$ cat config.mk
export PLATFORM = sky130hd
export DESIGN_NAME = countdown_trigger_sequencer_flat
export DESIGN_NICKNAME = d
export VERILOG_FILES = /design/src/rtl/countdown_trigger_sequencer_if.sv /design/src/rtl/countdown_trigger_sequencer.sv /design/src/flat_wrapper.sv
export SDC_FILE = /design/constraint.sdc
export NUM_CORES = 1
export LEC_CHECK = 0
export BUFFER_PORTS_ARGS = -buffer_cell sky130_fd_sc_hd__buf_4
export CAP_MARGIN = 40
export CORE_ASPECT_RATIO = 0.8
export CORE_MARGIN = 2
export CORE_UTILIZATION = 35
export CTS_BUF_LIST = sky130_fd_sc_hd__clkbuf_8
export DETAILED_ROUTE_END_ITERATION = 10
export GPL_ROUTABILITY_DRIVEN = 1
export GPL_TIMING_DRIVEN = 0
export PLACE_DENSITY = 0.56
export SYNTH_ARGS = -nofsm -noshare
export SYNTH_HDL_FRONTEND = slang
export SYNTH_SLANG_ARGS = --single-unit
$ cat constraint.sdc
create_clock -name clk -period 6.28 [get_ports clk]
set_clock_uncertainty 0.2 [all_clocks]
set_input_delay 1.884 -clock clk [delete_from_list [all_inputs] [get_ports clk]]
set_output_delay 1.884 -clock clk [all_outputs]
set_load 0.03 [all_outputs]
$ cat src/rtl/countdown_trigger_sequencer_if.sv
// Countdown/timestamp handshake plus host-side timestamp FIFO read port.
// master = sequencer side, slave = counter/host side.
interface countdown_trigger_sequencer_if #(
    parameter int DEPTH = 16
);
    logic                      cd_en;
    logic                      cd_rdy;
    logic [47:0]               timestamp;
    logic                      ts_rd;
    logic [15:0]               ts_word;
    logic [$clog2(DEPTH):0]    ts_count;
    logic                      ts_empty;
    logic                      ts_full;
    logic                      ts_ovf;
    logic                      ovf_clr;

    modport master (
        output cd_en, ts_word, ts_count, ts_empty, ts_full, ts_ovf,
        input  cd_rdy, timestamp, ts_rd, ovf_clr
    );

    modport slave (
        input  cd_en, ts_word, ts_count, ts_empty, ts_full, ts_ovf,
        output cd_rdy, timestamp, ts_rd, ovf_clr
    );
endinterface

$ cat src/rtl/countdown_trigger_sequencer.sv
// Load/count/fire sequencer driving a down-counter, with a timestamp FIFO
// of every firing that the host reads back as 16-bit words.
module countdown_trigger_sequencer #(
    parameter int DEPTH       = 16,
    parameter int LOAD_CYCLES = 2,
    parameter int RDY_MASK    = 2
) (
    input  logic        clk,
    input  logic        rst_n,
    input  logic        start,
    input  logic        abort,
    input  logic [15:0] repeat_n,
    output logic        op_trig,
    output logic        busy,
    output logic        done,
    countdown_trigger_sequencer_if.master cd
);
    localparam int AW   = $clog2(DEPTH);
    localparam int CMAX = (LOAD_CYCLES > RDY_MASK) ? LOAD_CYCLES : RDY_MASK;
    localparam int CW   = $clog2(CMAX + 1);

    typedef enum logic [1:0] {IDLE, LOAD, COUNT, FIRE} state_t;

    state_t        state;
    logic [CW-1:0] cnt;
    logic [15:0]   rem;
    logic          cd_en_q;

    // NOTE: sequential state uses non-blocking assignments only, so every
    // register in this block sees the pre-edge values of its neighbours.
    always_ff @(posedge clk or negedge rst_n) begin
        if (!rst_n) begin
            state   <= IDLE;
            cnt     <= '0;
            rem     <= '0;
            cd_en_q <= 1'b0;
            op_trig <= 1'b0;
            busy    <= 1'b0;
            done    <= 1'b0;
        end else begin
            op_trig <= 1'b0;
            done    <= 1'b0;
            case (state)
                IDLE: begin
                    if (start && !abort) begin
                        state <= LOAD;
                        busy  <= 1'b1;
                        cnt   <= '0;
                        rem   <= (repeat_n == 16'd0) ? 16'd1 : repeat_n;
                    end
                end
                LOAD: begin
                    if (abort) begin
                        state <= IDLE;
                        busy  <= 1'b0;
                    end else if (cnt == CW'(LOAD_CYCLES - 1)) begin
                        state   <= COUNT;
                        cd_en_q <= 1'b1;
                        cnt     <= '0;
                    end else begin
                        cnt <= cnt + 1'b1;
                    end
                end
                COUNT: begin
                    // cd_rdy may still reflect the previous count right after a reload
                    if (abort) begin
                        state   <= IDLE;
                        busy    <= 1'b0;
                        cd_en_q <= 1'b0;
                    end else if (cnt < CW'(RDY_MASK)) begin
                        cnt <= cnt + 1'b1;
                    end else if (cd.cd_rdy) begin
                        state   <= FIRE;
                        cd_en_q <= 1'b0;
                        op_trig <= 1'b1;
                    end
                end
                FIRE: begin
                    rem <= rem - 1'b1;
                    cnt <= '0;
                    if (abort || rem == 16'd1) begin
                        state <= IDLE;
                        busy  <= 1'b0;
                        done  <= !abort;
                    end else begin
                        state <= LOAD;
                    end
                end
                default: state <= IDLE;
            endcase
        end
    end

    assign cd.cd_en = cd_en_q;

    logic [47:0]   mem [DEPTH];
    logic [AW-1:0] wr_ptr;
    logic [AW-1:0] rd_ptr;
    logic [AW:0]   count;
    logic [1:0]    sel;
    logic          ovf_q;
    logic          empty;
    logic          full;
    logic          push_req;
    logic          push_ok;
    logic          pop;

    assign empty    = (count == '0);
    assign full     = (count == (AW+1)'(DEPTH));
    assign push_req = (state == FIRE);
    assign pop      = cd.ts_rd && !empty && (sel == 2'd2);
    // A full FIFO still accepts the firing if the head leaves in the same cycle
    assign push_ok  = push_req && (!full || pop);

    // NOTE: the storage array has no reset; validity is tracked by count alone.
    always_ff @(posedge clk) begin
        if (push_ok) mem[wr_ptr] <= cd.timestamp;
    end

    always_ff @(posedge clk or negedge rst_n) begin
        if (!rst_n) begin
            wr_ptr <= '0;
            rd_ptr <= '0;
            count  <= '0;
            sel    <= 2'd0;
            ovf_q  <= 1'b0;
        end else begin
            if (push_ok) wr_ptr <= wr_ptr + 1'b1;
            if (pop)     rd_ptr <= rd_ptr + 1'b1;
            count <= count + (AW+1)'(push_ok) - (AW+1)'(pop);
            if (cd.ts_rd && !empty) sel <= (sel == 2'd2) ? 2'd0 : sel + 2'd1;
            if (push_req && !push_ok) ovf_q <= 1'b1;
            else if (cd.ovf_clr)      ovf_q <= 1'b0;
        end
    end

    logic [47:0] head;
    logic [15:0] word;
    assign head = mem[rd_ptr];

    // NOTE: default assignment first so no path through this block infers a latch.
    always_comb begin
        word = '0;
        if (!empty) begin
            case (sel)
                2'd0:    word = head[15:0];
                2'd1:    word = head[31:16];
                default: word = head[47:32];
            endcase
        end
    end

    assign cd.ts_word  = word;
    assign cd.ts_count = count;
    assign cd.ts_empty = empty;
    assign cd.ts_full  = full;
    assign cd.ts_ovf   = ovf_q;
endmodule

$ cat src/flat_wrapper.sv
// flat-port wrapper written by rule: the top's interface ports become plain ports
module countdown_trigger_sequencer_flat 
#(
    parameter int DEPTH       = 16,
    parameter int LOAD_CYCLES = 2,
    parameter int RDY_MASK    = 2
)
  (clk, rst_n, start, abort, repeat_n, op_trig, busy, done, cd_cd_en, cd_ts_word, cd_ts_count, cd_ts_empty, cd_ts_full, cd_ts_ovf, cd_cd_rdy, cd_timestamp, cd_ts_rd, cd_ovf_clr);
  countdown_trigger_sequencer_if #(.DEPTH(DEPTH)) cd_i ();
  input  logic clk;
  input  logic rst_n;
  input  logic start;
  input  logic abort;
  input  logic [15:0] repeat_n;
  output logic op_trig;
  output logic busy;
  output logic done;
  output wire logic [$bits(cd_i.cd_en)-1:0] cd_cd_en;
  output wire logic [$bits(cd_i.ts_word)-1:0] cd_ts_word;
  output wire logic [$bits(cd_i.ts_count)-1:0] cd_ts_count;
  output wire logic [$bits(cd_i.ts_empty)-1:0] cd_ts_empty;
  output wire logic [$bits(cd_i.ts_full)-1:0] cd_ts_full;
  output wire logic [$bits(cd_i.ts_ovf)-1:0] cd_ts_ovf;
  input wire logic [$bits(cd_i.cd_rdy)-1:0] cd_cd_rdy;
  input wire logic [$bits(cd_i.timestamp)-1:0] cd_timestamp;
  input wire logic [$bits(cd_i.ts_rd)-1:0] cd_ts_rd;
  input wire logic [$bits(cd_i.ovf_clr)-1:0] cd_ovf_clr;
  assign cd_cd_en = cd_i.cd_en;
  assign cd_ts_word = cd_i.ts_word;
  assign cd_ts_count = cd_i.ts_count;
  assign cd_ts_empty = cd_i.ts_empty;
  assign cd_ts_full = cd_i.ts_full;
  assign cd_ts_ovf = cd_i.ts_ovf;
  assign cd_i.cd_rdy = cd_cd_rdy;
  assign cd_i.timestamp = cd_timestamp;
  assign cd_i.ts_rd = cd_ts_rd;
  assign cd_i.ovf_clr = cd_ovf_clr;
  countdown_trigger_sequencer #(.DEPTH(DEPTH), .LOAD_CYCLES(LOAD_CYCLES), .RDY_MASK(RDY_MASK)) u_core (.clk(clk), .rst_n(rst_n), .start(start), .abort(abort), .repeat_n(repeat_n), .op_trig(op_trig), .busy(busy), .done(done), .cd(cd_i));
endmodule
==> results.json <==
{
  "status": "finished, final reports clean",
  "max_freq_mhz": 164,
  "track_usage": 0.173,
  "use_met1": 0.243,
  "timing.rr.start": "u_core.cd.ts_count[2]$_DFF_PN0_",
  "first_pass_iters": 5,
  "cts.reportedPaths.clkPinSlew_ps": 60,
  "layout_worst_path_cycle_share": 0.972,
  "drive_above_1_share": 0.284,
  "routedWlPerCell_um": 25.2,
  "synth_ff_type": "edfxtp_1",
  "grt_use_met3": 0.0453,
  "ff2ff_path_depth": 12,
  "ys_seq_elements": 808,
  "reg2reg_to": "u_core.mem[14][2]$_DFFE_PP_",
  "drt-initial-drc-count": 1514,
  "vias": 16400,
  "synth_edf_count": 768,
  "p_clk_frac": 0.258,
  "synth_nets": 1658,
  "cts_buffers": 131,
  "hold_end": "u_core.cd.ts_ovf$_DFFE_PN0P_",
  "synthDistinctLibCells": 62,
  "ir_drop_mv": 0.227,
  "power_density_nw_per_um2": 424,
  "floorplan.initialDensity": 0.351,
  "critPathKind": "register to output pin",
  "switchingPower_mw": 5.44,
  "ys_top_cells_by_area": "edfxtp_1 72%, mux4_2 11%, mux2i_1 4.0%",
  "clk_latency_ps": 780,
  "holdCritStartpoint": "u_core.cd.ts_ovf$_DFFE_PN0P_",
  "dieArea_um2": 93600,
  "grt_start_max_net_pins": 41,
  "start_kind": "register",
  "htree_num_levels": 4,
  "max_stage_delay_ps": 560,
  "worst_slew_pin_slew_ps": 1020,
  "cts_tree": "built",
  "crit_fanout": 10,
  "crit_family": "buffers and inverters",
  "worst-path-buf-inv": 4,
  "drt_wl_total_um": 79900,
  "syn_to_final_growth_pct": 17.5,
  "slew_headroom": 0.321,
  "core_area_um2": 90800,
  "synth_seq_area_share": 0.754,
  "antenna_found_initial": 4,
  "final-max-slew-violation-count": 0,
  "antenna_left": 0,
  "setup-tns-final_ps": 0,
  "gp_congestion": 0.831,
  "row_count": 99,
  "cts_setup_buffers": 0,
  "synth_area_leader_cell": "edfxtp_1",
  "layout.nets": 1960,
  "avgSynthCellArea_um2": 20.4,
  "hold_class": "register to register",
  "crit_slowest_cell": "clkbuf_1",
  "clk_path_buf_depth": 3,
  "power_mw": 15.9,
  "grt_util_met2": 0.263,
  "ios": 99,
  "p_int_mw": 10.5,
  "cp.required_ps": 4200,
  "finalSetupViolations": 0,
  "cp_cell_sequence": "buf_2 > clkbuf_1 > clkbuf_1 > mux4_2 > mux2i_1 > o221ai_1 > o211a_1 > buf_4",
  "clockRootBuffer": "clkbuf_8",
  "syn_inst": 1566,
  "drc": 0,
  "dpl.hpwl_um": 53500,
  "worstPathArrival_ps": 4020,
  "rrSetupSlack_ps": 1750,
  "power_frac_seq": 0.395,
  "io_buffers": 98,
  "swShare": 0.342,
  "fillCellCount": 8029,
  "period_needed_ps": 6110,
  "fp.dieW_um": 342,
  "placed_cells": 2947,
  "cap_violations": 0,
  "vias_per_cell": 5.17,
  "holdBufCountCts": 0,
  "layout.cells.non_filler": 3173,
  "yosysTopAreaCellShare": 0.723,
  "hold_viol": 0,
  "yosys_warnings": 0,
  "cts.sinks": 808,
  "synthesis.area_um2": 31900,
  "crit_path_frequent_cell": "clkbuf_1",
  "async_reset_ff_frac": 0.0495,
  "die-height_um": 274,
  "whs_path_depth": 1,
  "grt_overflow_total": 0,
  "p_leak_nw": 12.5,
  "grt_pass1_vias": 17200,
  "grt_setup_unrepaired": "false",
  "grt_busiest_layer": "met2",
  "grt_pass1_wl_um": 116000,
  "end_kind": "output pin",
  "p_comb_frac": 0.347
}
power groups by stage:
| stage | registers [mW] | logic (mW) | clock network (mW) |
|---|---|---|---|
| floorplan | 6.41 | 3.35 | 0 |
| global placement | 6.42 | 5.25 | 0 |
| detailed placement | 6.39 | 5.48 | 0 |
| CTS | 6.28 | 5.53 | 4.24 |
| global route | 6.31 | 5.87 | 4.46 |
| finish | 6.29 | 5.51 | 4.11 |
worst max path at each step:
stage	to	start	slack [ps]	cells after the start
2_1_floorplan	u_core.mem[0][0]$_DFFE_PP_	cd_ts_rd	-1410	4
3_3_place_gp	u_core.mem[0][2]$_DFFE_PP_	cd_ts_rd	-7800	5
3_5_place_dp	cd_ts_word[10]	u_core.rd_ptr[1]$_DFFE_PN0P_	640	9
4_1_cts	cd_ts_word[8]	u_core.rd_ptr[0]$_DFFE_PN0P_	30	11
5_1_grt	cd_ts_word[7]	u_core.rd_ptr[1]$_DFFE_PN0P_	20	9
6_report	cd_ts_word[13]	u_core.rd_ptr[1]$_DFFE_PN0P_	170	8
synth_stat cells, types with 13 or more instances:
master	count
nand2_1	38
o22a_1	15
mux4_2	160
edfxtp_1	768
a211oi_1	16
inv_1	25
dfrtp_1	40
a22oi_1	45
nor2_1	35
mux2i_1	128
o221ai_1	13
ha_1	20
o21ai_0	21
o211a_1	15
clkbuf_1	45
a21oi_1	35
buf_2	19
worst reg2reg max path, delay by kind of cell (launching register included):
family | cells | cell delay, ps
DFF | 1 | 380
AOI/OAI and AO/OA | 1 | 260
buffers and inverters | 6 | 1350
adders and majority gates | 1 | 210
and+or+nand+nor | 4 | 1840
placed cells by master (no fill, tap or decap), drive strengths merged, types with 6 or more instances in the layout:
cell,netlist,final
a211oi,16,16
a21oi,36,36
a22oi,45,45
a31oi,10,10
and2,10,10
buf,40,206
clkbuf,45,185
clkinv,0,32
clkinvlp,0,6
dfrtp,40,40
edfxtp,768,768
ha,20,20
inv,27,75
mux2i,128,128
mux4,160,160
nand2,38,38
nor2,35,35
nor2b,9,9
nor4,9,9
o211a,15,15
o21ai,22,22
o221ai,13,13
o22a,16,16
xnor2,8,8
state kept, by name, indices dropped and copies added, names as in the netlist:
| name | count |
|---|---|
| u_core.busy | 1 |
| u_core.cd.cd_en | 1 |
| u_core.cd.ts_count | 5 |
| u_core.cd.ts_ovf | 1 |
| u_core.cnt | 2 |
| u_core.done | 1 |
| u_core.mem | 768 |
| u_core.op_trig | 1 |
| u_core.rd_ptr | 4 |
| u_core.rem | 16 |
| u_core.sel | 2 |
| u_core.state | 2 |
| u_core.wr_ptr | 4 |
per-stage QoR:
stage	setup slack (ps)	instance area [µm²]	util	hold slack, ps
5_1_grt	16.6	37500	0.413	329
3_5_place_dp	644	35100	0.386	293
4_1_cts	29.0	37400	0.412	308
6_report	173	37500	0.413	298
3_3_place_gp	-7800	34200	0.376	280
2_1_floorplan	-1410	31900	-	265
metal layers:
layer  vias up  wire, µm
li1       7107         -
met1      8625     36400
met2       547     36200
met3       129      5590
met4         6      1600
met5         -        43
cell families after synthesis:
family	share of synthesized area
DFF	0.754
AOI/OAI and AO/OA	0.0428
and+or+nand+nor	0.0220
xor gates and xnor gates	0.00274
muxes	0.154
adders and majority gates	0.00847
buffers and inverters	0.0154
repair_timing:
action | 4_1_cts | 5_1_grt
setup endpoints to repair | 8 | 7
gates resized for setup | 12 | 9
pin swaps | 0 | 1
gates cloned | 0 | 0
cell type report:
| cell class | count | area (µm²) | share of cell area |
|---|---|---|---|
| Clock buffer | 137 | 1890 | 0.0503 |
| Multi-Input combinational cell | 646 | 7520 | 0.200 |
| Tap cell | 1212 | 1520 | 0.0404 |
| Antenna cell | 1 | 2.50 | 0.0000667 |
| Sequential cell | 808 | 24100 | 0.642 |
| Inverter | 27 | 101 | 0.00270 |
| Timing Repair Buffer | 170 | 1590 | 0.0423 |
| Buffer | 84 | 405 | 0.0108 |
| Clock inverter | 88 | 420 | 0.0112 |
No activity file was read; power rests on OpenSTA's default activity.
